==> config.mk <==
export PLATFORM = sky130hd
export DESIGN_NAME = if_inst_queue
export DESIGN_NICKNAME = d
export VERILOG_FILES = /design/src/rtl/if_inst_queue.sv
export SDC_FILE = /design/constraint.sdc
export NUM_CORES = 1
export LEC_CHECK = 0
export ABC_AREA = 1
export BUFFER_PORTS_ARGS = -buffer_cell sky130_fd_sc_hd__buf_2
export CAP_MARGIN = 30
export CORE_MARGIN = 2
export CORE_UTILIZATION = 55
export DETAILED_ROUTE_END_ITERATION = 10
export GPL_TIMING_DRIVEN = 0
export PLACE_DENSITY = 0.88
export SLEW_MARGIN = 5
export SYNTH_ARGS = -nofsm -noshare
export SYNTH_HDL_FRONTEND = slang
export SYNTH_SLANG_ARGS = --single-unit
==> constraint.sdc <==
create_clock -name clk -period 13 [get_ports clk]
set_input_delay 3.9 -clock clk [delete_from_list [all_inputs] [get_ports clk]]
set_output_delay 3.9 -clock clk [all_outputs]
set_load 0.01 [all_outputs]
==> src/rtl/if_inst_queue.sv <==
// if_inst_queue: fetch-to-decode {pc, inst} FIFO with one-cycle flush.
// Optional zero-latency empty-queue bypass when IFQ_BYPASS_EN is defined.
module if_inst_queue #(
  parameter int DEPTH = 4,
  parameter int AW = 2
) (
  input  logic          clk,
  input  logic          rst,
  input  logic          i_valid,
  input  logic [63:0]   i_pc,
  input  logic [31:0]   i_inst,
  output logic          o_ready,
  input  logic          i_flush,
  output logic          o_valid,
  output logic [63:0]   o_pc,
  output logic [31:0]   o_inst,
  input  logic          i_ready,
  output logic [AW:0]   o_count
);
  logic [95:0] mem [DEPTH];
  logic [AW:0] wr_ptr, rd_ptr;
  logic full, empty, byp, push, pop;
  logic [95:0] head;
  assign empty = wr_ptr == rd_ptr;
  assign full = (wr_ptr[AW] != rd_ptr[AW]) && (wr_ptr[AW-1:0] == rd_ptr[AW-1:0]);
`ifdef IFQ_BYPASS_EN
  assign byp = empty && i_valid && !i_flush;
`else
  assign byp = 1'b0;
`endif
  assign o_ready = !full && !i_flush;
  assign o_valid = (!empty || byp) && !i_flush;
  assign head = byp ? {i_pc, i_inst} : mem[rd_ptr[AW-1:0]];
  assign {o_pc, o_inst} = o_valid ? head : 96'd0;
  // a bypassed entry taken by decode the same cycle never touches storage
  assign push = i_valid && o_ready && !(byp && i_ready);
  assign pop = o_valid && i_ready && !byp;
  assign o_count = wr_ptr - rd_ptr;
  always_ff @(posedge clk) begin
    if (rst || i_flush) begin
      wr_ptr <= '0;
      rd_ptr <= '0;
    end else begin
      if (push) wr_ptr <= wr_ptr + (AW+1)'(1);
      if (pop) rd_ptr <= rd_ptr + (AW+1)'(1);
    end
  end
  always_ff @(posedge clk)
    if (push && !rst) mem[wr_ptr[AW-1:0]] <= {i_pc, i_inst};
endmodule

Word-level counts from Yosys, hierarchy flattened
Memories as Yosys holds them, arrays and structs flattened. A register that Yosys moved wholly into a read port is not among the register bits.
Index checks and enable logic that the tools add are counted.
{"block": "word_totals", "output_inout_bits": 101, "register_bits": 6, "memories": 1, "ram_bits": 384, "in_bits": 101}
{"name": "mem", "words": 4, "word_bits": 96, "read_ports": 1, "rd_ports_with_merged_regs": 1, "wr": 1, "line": "20", "rtl": "logic [95:0] mem [DEPTH];"}
{"block": "op_classes", "add_sub_neg": 3, "n_reduce_logical": 11, "mux": 5, "eq_ne": 3}
{"cell": "two-way mux 96 bit", "n": 1}
{"cell": "adder 3 x 1 -> 3 bit, second input constant", "n": 2}
{"cell": "logical AND 1 bit", "n": 6}
{"cell": "zero test 1 bit", "n": 4}
{"cell": "two-way mux 2 bit", "n": 2}
{"cell": "equality test 3 bit", "n": 1}
{"cell": "subtractor 3 bit", "n": 1}
{"cell": "equality test 2 bit", "n": 1}
{"cell": "two-way mux 1 bit", "n": 2}
{"cell": "logical OR 1 bit", "n": 1}
{"cell": "!= test 1 bit", "n": 1}

Longest topological paths before layout
{"block": "logic_depth", "word_depth": 8, "mapped_depth": 9, "ltp_nobuf": 9}

Worst setup path before layout
OpenSTA, ideal clock, no wires.
{"block": "synth_timing", "path_type": "input-to-reg", "start": "in i_flush", "end": "mem mem[0][0], enable pin", "n_path_buf": 1, "path_stages": 4, "setup_slack_ns": 0.970, "arrival_time_ns": 11.340, "t_required_ns": 12.310, "path_cell_list": "inv_1 -> buf_2 -> nand3_1 -> nor3b_1"}
{"block": "synth_via", "elab_chain_cells": 6}
{"element": "start, declared", "line": "13", "rtl": "input logic i_flush,"}
{"element": "zero test 1 bit", "line": "31", "rtl": "assign o_ready = !full && !i_flush;"}
{"element": "logical AND 1 bit", "line": "31"}
{"element": "logical AND 1 bit", "line": "36", "rtl": "assign push = i_valid && o_ready && !(byp && i_ready);"}
{"element": "logical AND 1 bit", "line": "49", "rtl": "if (push && !rst) mem[wr_ptr[AW-1:0]] <= {i_pc, i_inst};"}
{"element": "two-way mux 1 bit", "line": "49"}
{"element": "two-way mux 1 bit (not written as such)", "line": "49"}
{"element": "end, declared", "line": "20"}
No other way between the ends.

Final worst setup path
{"block": "layout_timing", "start": "in i_flush", "end": "out o_inst[21]"}
{"block": "layout_via", "elab_chain_cells": 3}
{"element": "zero test 1 bit", "line": "32", "rtl": "assign o_valid = (!empty || byp) && !i_flush;"}
{"element": "logical AND 1 bit", "line": "32"}
{"element": "two-way mux 96 bit", "line": "34", "rtl": "assign {o_pc, o_inst} = o_valid ? head : 96'd0;"}
{"element": "end, declared", "line": "16", "rtl": "output logic [31:0] o_inst,"}
No other way between the ends.

==> metrics.md <==
| Metric | Value |
|---|---|
| Core Area | 0.0277 mm² |
| Die height | 171 µm |
| Global-route wire length before repair | 56700 µm |
| Outcome | completed |
| Clock latency on the worst-skew pair | 530 ps |
| Largest stage delay on the critical path | 280 ps |
| LEAKAGE | 7.00 nW |
| Register area share after synthesis | 75.9% |
| Synthesized instance count | 1216 |
| Total Routing Usage GR | 25.4% |
| Ys async rst share | 0% |
| Synth top area cells | edfxtp_1 (75%), nor2_1 (9.6%), o21ai_0 (5.9%), a21oi_1 (3.2%), dfxtp_1 (1.0%) |
| Top cells by count, synth | nor2_1 (392), edfxtp_1 (384), o21ai_0 (182) |
| Setup TNS | 0 ps |
| Area Overhead vs Synth | 20.9% |
| Rel. slew slack | 41.1% |
| Top Family by Delay on Critical Path | buffers and inverters |
| Crit-path cells | buf_2, inv_1, nand2_2, buf_2, a21oi_1, buf_2 |
| Root buf cell | clkbuf_16 |
| Fraction of layout cells with a size suffix above 1 | 23.1% |
| Top-Level Pins | 202 |
| Worst Hold Class | register to register |
| Most used DFF post-synth | edfxtp_1 |
| Largest net degree at the start of global routing | 16 |
| Clock Pin Slew Worst Setup and Hold Paths | 60 ps |
| Cell area after synthesis | 0.0154 mm² |
| Post-DRT Antenna Nets | 0 |
| FP Rows | 61 |
| Grt ovf | 0 |
| TritonCTS Buffers | 40 |
| Post-CTS Setup Repair Bufs | 0 |
| H-Tree Depth | 2 |
| Cell Pwr Density | 142 mW/mm² |
| Slew @ Worst Pin | 880 ps |
| Final Non-Filler Cells | 1913 |
| Initial antenna violation count | 11 |
| Routability congestion estimate from global placement | 0.801 |
| Fillers | 1898 |
| Syn_area_per_cell | 12.7 µm² |
| Endpoints failing setup | 0 |
| F_max | 112 MHz |
| Arrival time at the worst endpoint | 5070 ps |
| Power, Total | 2.65 mW |
| CP Capture Type | output pin |
| Worst hold slack | 593 ps |
| Post-Place Setup Slack | 4090 ps |
| Number of port buffers | 201 |
| Fin Clk Skew | 20.1 ps |
| Peak supply drop | 0.121 mV |
| Max Slew Vio Count | 0 |
| Critical path startpoint category | input pin |
| Die Wd | 171 µm |
| Most common cell in the netlist | nor2_1 |
| Post-synth EDFFs | 384 |
| Most common cell on crit path | buf_2 |
| Fin. Hold Viols | 0 |
| Fin crit share | 69.0% |
| WP buf/inv | 4 |
| Hpwl dp | 24600 µm |
| Post-Route WL | 37700 µm |
| RSZ-0062 raised after global routing | false |
| Post-CTS Hold Buffers | 0 |
| Synth unique cells | 22 |
| Max clock buf depth | 3 |
| Cells after DPL | 1836 |
| # DRC | 0 |
| Die ar. | 0.0294 mm² |
| DR pass1 iterations | 6 |
| Post-Syn Nets | 1325 |
| Crit path kind | input pin to output pin |
| Wire per inst | 19.7 µm |
| Worst setup margin | 4030 ps |
| Max Cap Viol | 0 |
| Synthesized flop and latch total | 392 |
| Vias in the first global route | 10464 |
| Final #Nets | 1609 |
| Post-synthesis cell type with the largest combined area | edfxtp_1 |
| Via density | 5.51 |
| Initial core utilization | 55.6% |
| Crit path max fanout | 10 |
| Min Tclk post-route | 8970 ps |
| Vias | 10540 |
| CTS tree | built |
| Post-CTS sizing | 0 |
| Crit path max-delay cell type | buf_2 |
| Worst EP required | 9100 ps |
| Detailed Route Iter0 Violations | 1060 |
| Post-synth top area share | 74.9% |
| Clock sink count | 392 |
| Number of synthesis warnings | 0 |
==> power breakdown <==
part	leakage, nW	internal (mW)	switching (mW)
sequential	3.53	1.40	0.00335
combinational	2.83	0.0352	0.0669
clock	0.632	0.679	0.468
==> stage by stage <==
stage	utilization, %	instance area, µm²
finish	67.2	18600
detailed placement	62.4	17300
CTS	67.2	18600
global route	67.2	18600
floorplan	-	15400
global placement	60.9	16900
==> cells by family after synthesis <==
logic type,Yosys count,synth area share [%]
XOR/XNOR,1,0.0569
adder cells (fa/ha/maj),8,0.699
flip-flops,392,75.9
AND/OR/NAND/NOR,429,10.7
buffers and inverters,97,3.18
AO/OA/AOI/OAI,289,9.39
==> worst register-to-register path, delay by kind of cell, from the launching register on <==
| kind | cells | cell delay (ps) |
|---|---|---|
| flops | 1 | 390 |
| fa+ha+maj | 1 | 340 |
| simple gates | 4 | 1290 |
| buf+inv | 7 | 1280 |
==> registers in the layout, indices dropped and copies added, names as in the netlist, named ones only <==
name    cells
rd_ptr      3
wr_ptr      3
mem       384
==> layout make-up <==
cell class              instances  area [µm²]  share of cell area, %
flip-flops and latches        392       11700                   62.8
multi-input cells             727        3240                   17.4
repair buffers                242        1400                   7.52
clock buffers                  46        1040                   5.61
well taps                     378         473                   2.54
plain buffers                  74         404                   2.17
clock inverters                26         269                   1.44
inverters                      23        86.3                  0.464
diodes                          5        12.5                 0.0672
==> cells in the final DEF (no fill, tap or decap), types with 2 or more instances in the layout <==
master      count
edfxtp_1      384
nand2_1        20
nand4_1         6
clkbuf_1       29
buf_8           2
clkinvlp_4      3
inv_1          19
dfxtp_1         8
inv_6           4
buf_6          23
buf_2         224
buf_1           5
nand3_1         5
ha_1            7
clkbuf_16      41
clkinv_2        3
bufinv_16       5
clkinv_1       10
nor2_1        392
o21ai_1        10
nor3b_2         4
diode_2         5
inv_2           4
buf_4          38
a21oi_1        97
o21ai_0       182
==> routing by layer <==
metal / part of all wire, % / vias up / GRT usage (%)
met2: 49 / 472 / 42.0
met4: 2.3 / 12 / 7.11
met5: 0.22 / - / 0
met1: 39 / 5086 / 33.6
met3: 9.4 / 83 / 6.51
li1: - / 4887 / -
==> worst paths after layout <==
check	end	slack [ps]	depth (start not counted)	from
setup / recovery	o_inst[21]	4030	6	i_flush
setup reg to reg	mem[3][66]$_DFFE_PP_	9430	12	wr_ptr[0]$_SDFFE_PP0P_
hold / removal	rd_ptr[2]$_SDFFE_PP0P_	590	4	rd_ptr[2]$_SDFFE_PP0P_
hold reg to reg	rd_ptr[2]$_SDFFE_PP0P_	590	4	rd_ptr[2]$_SDFFE_PP0P_
Power figures use the tool's default switching activity.
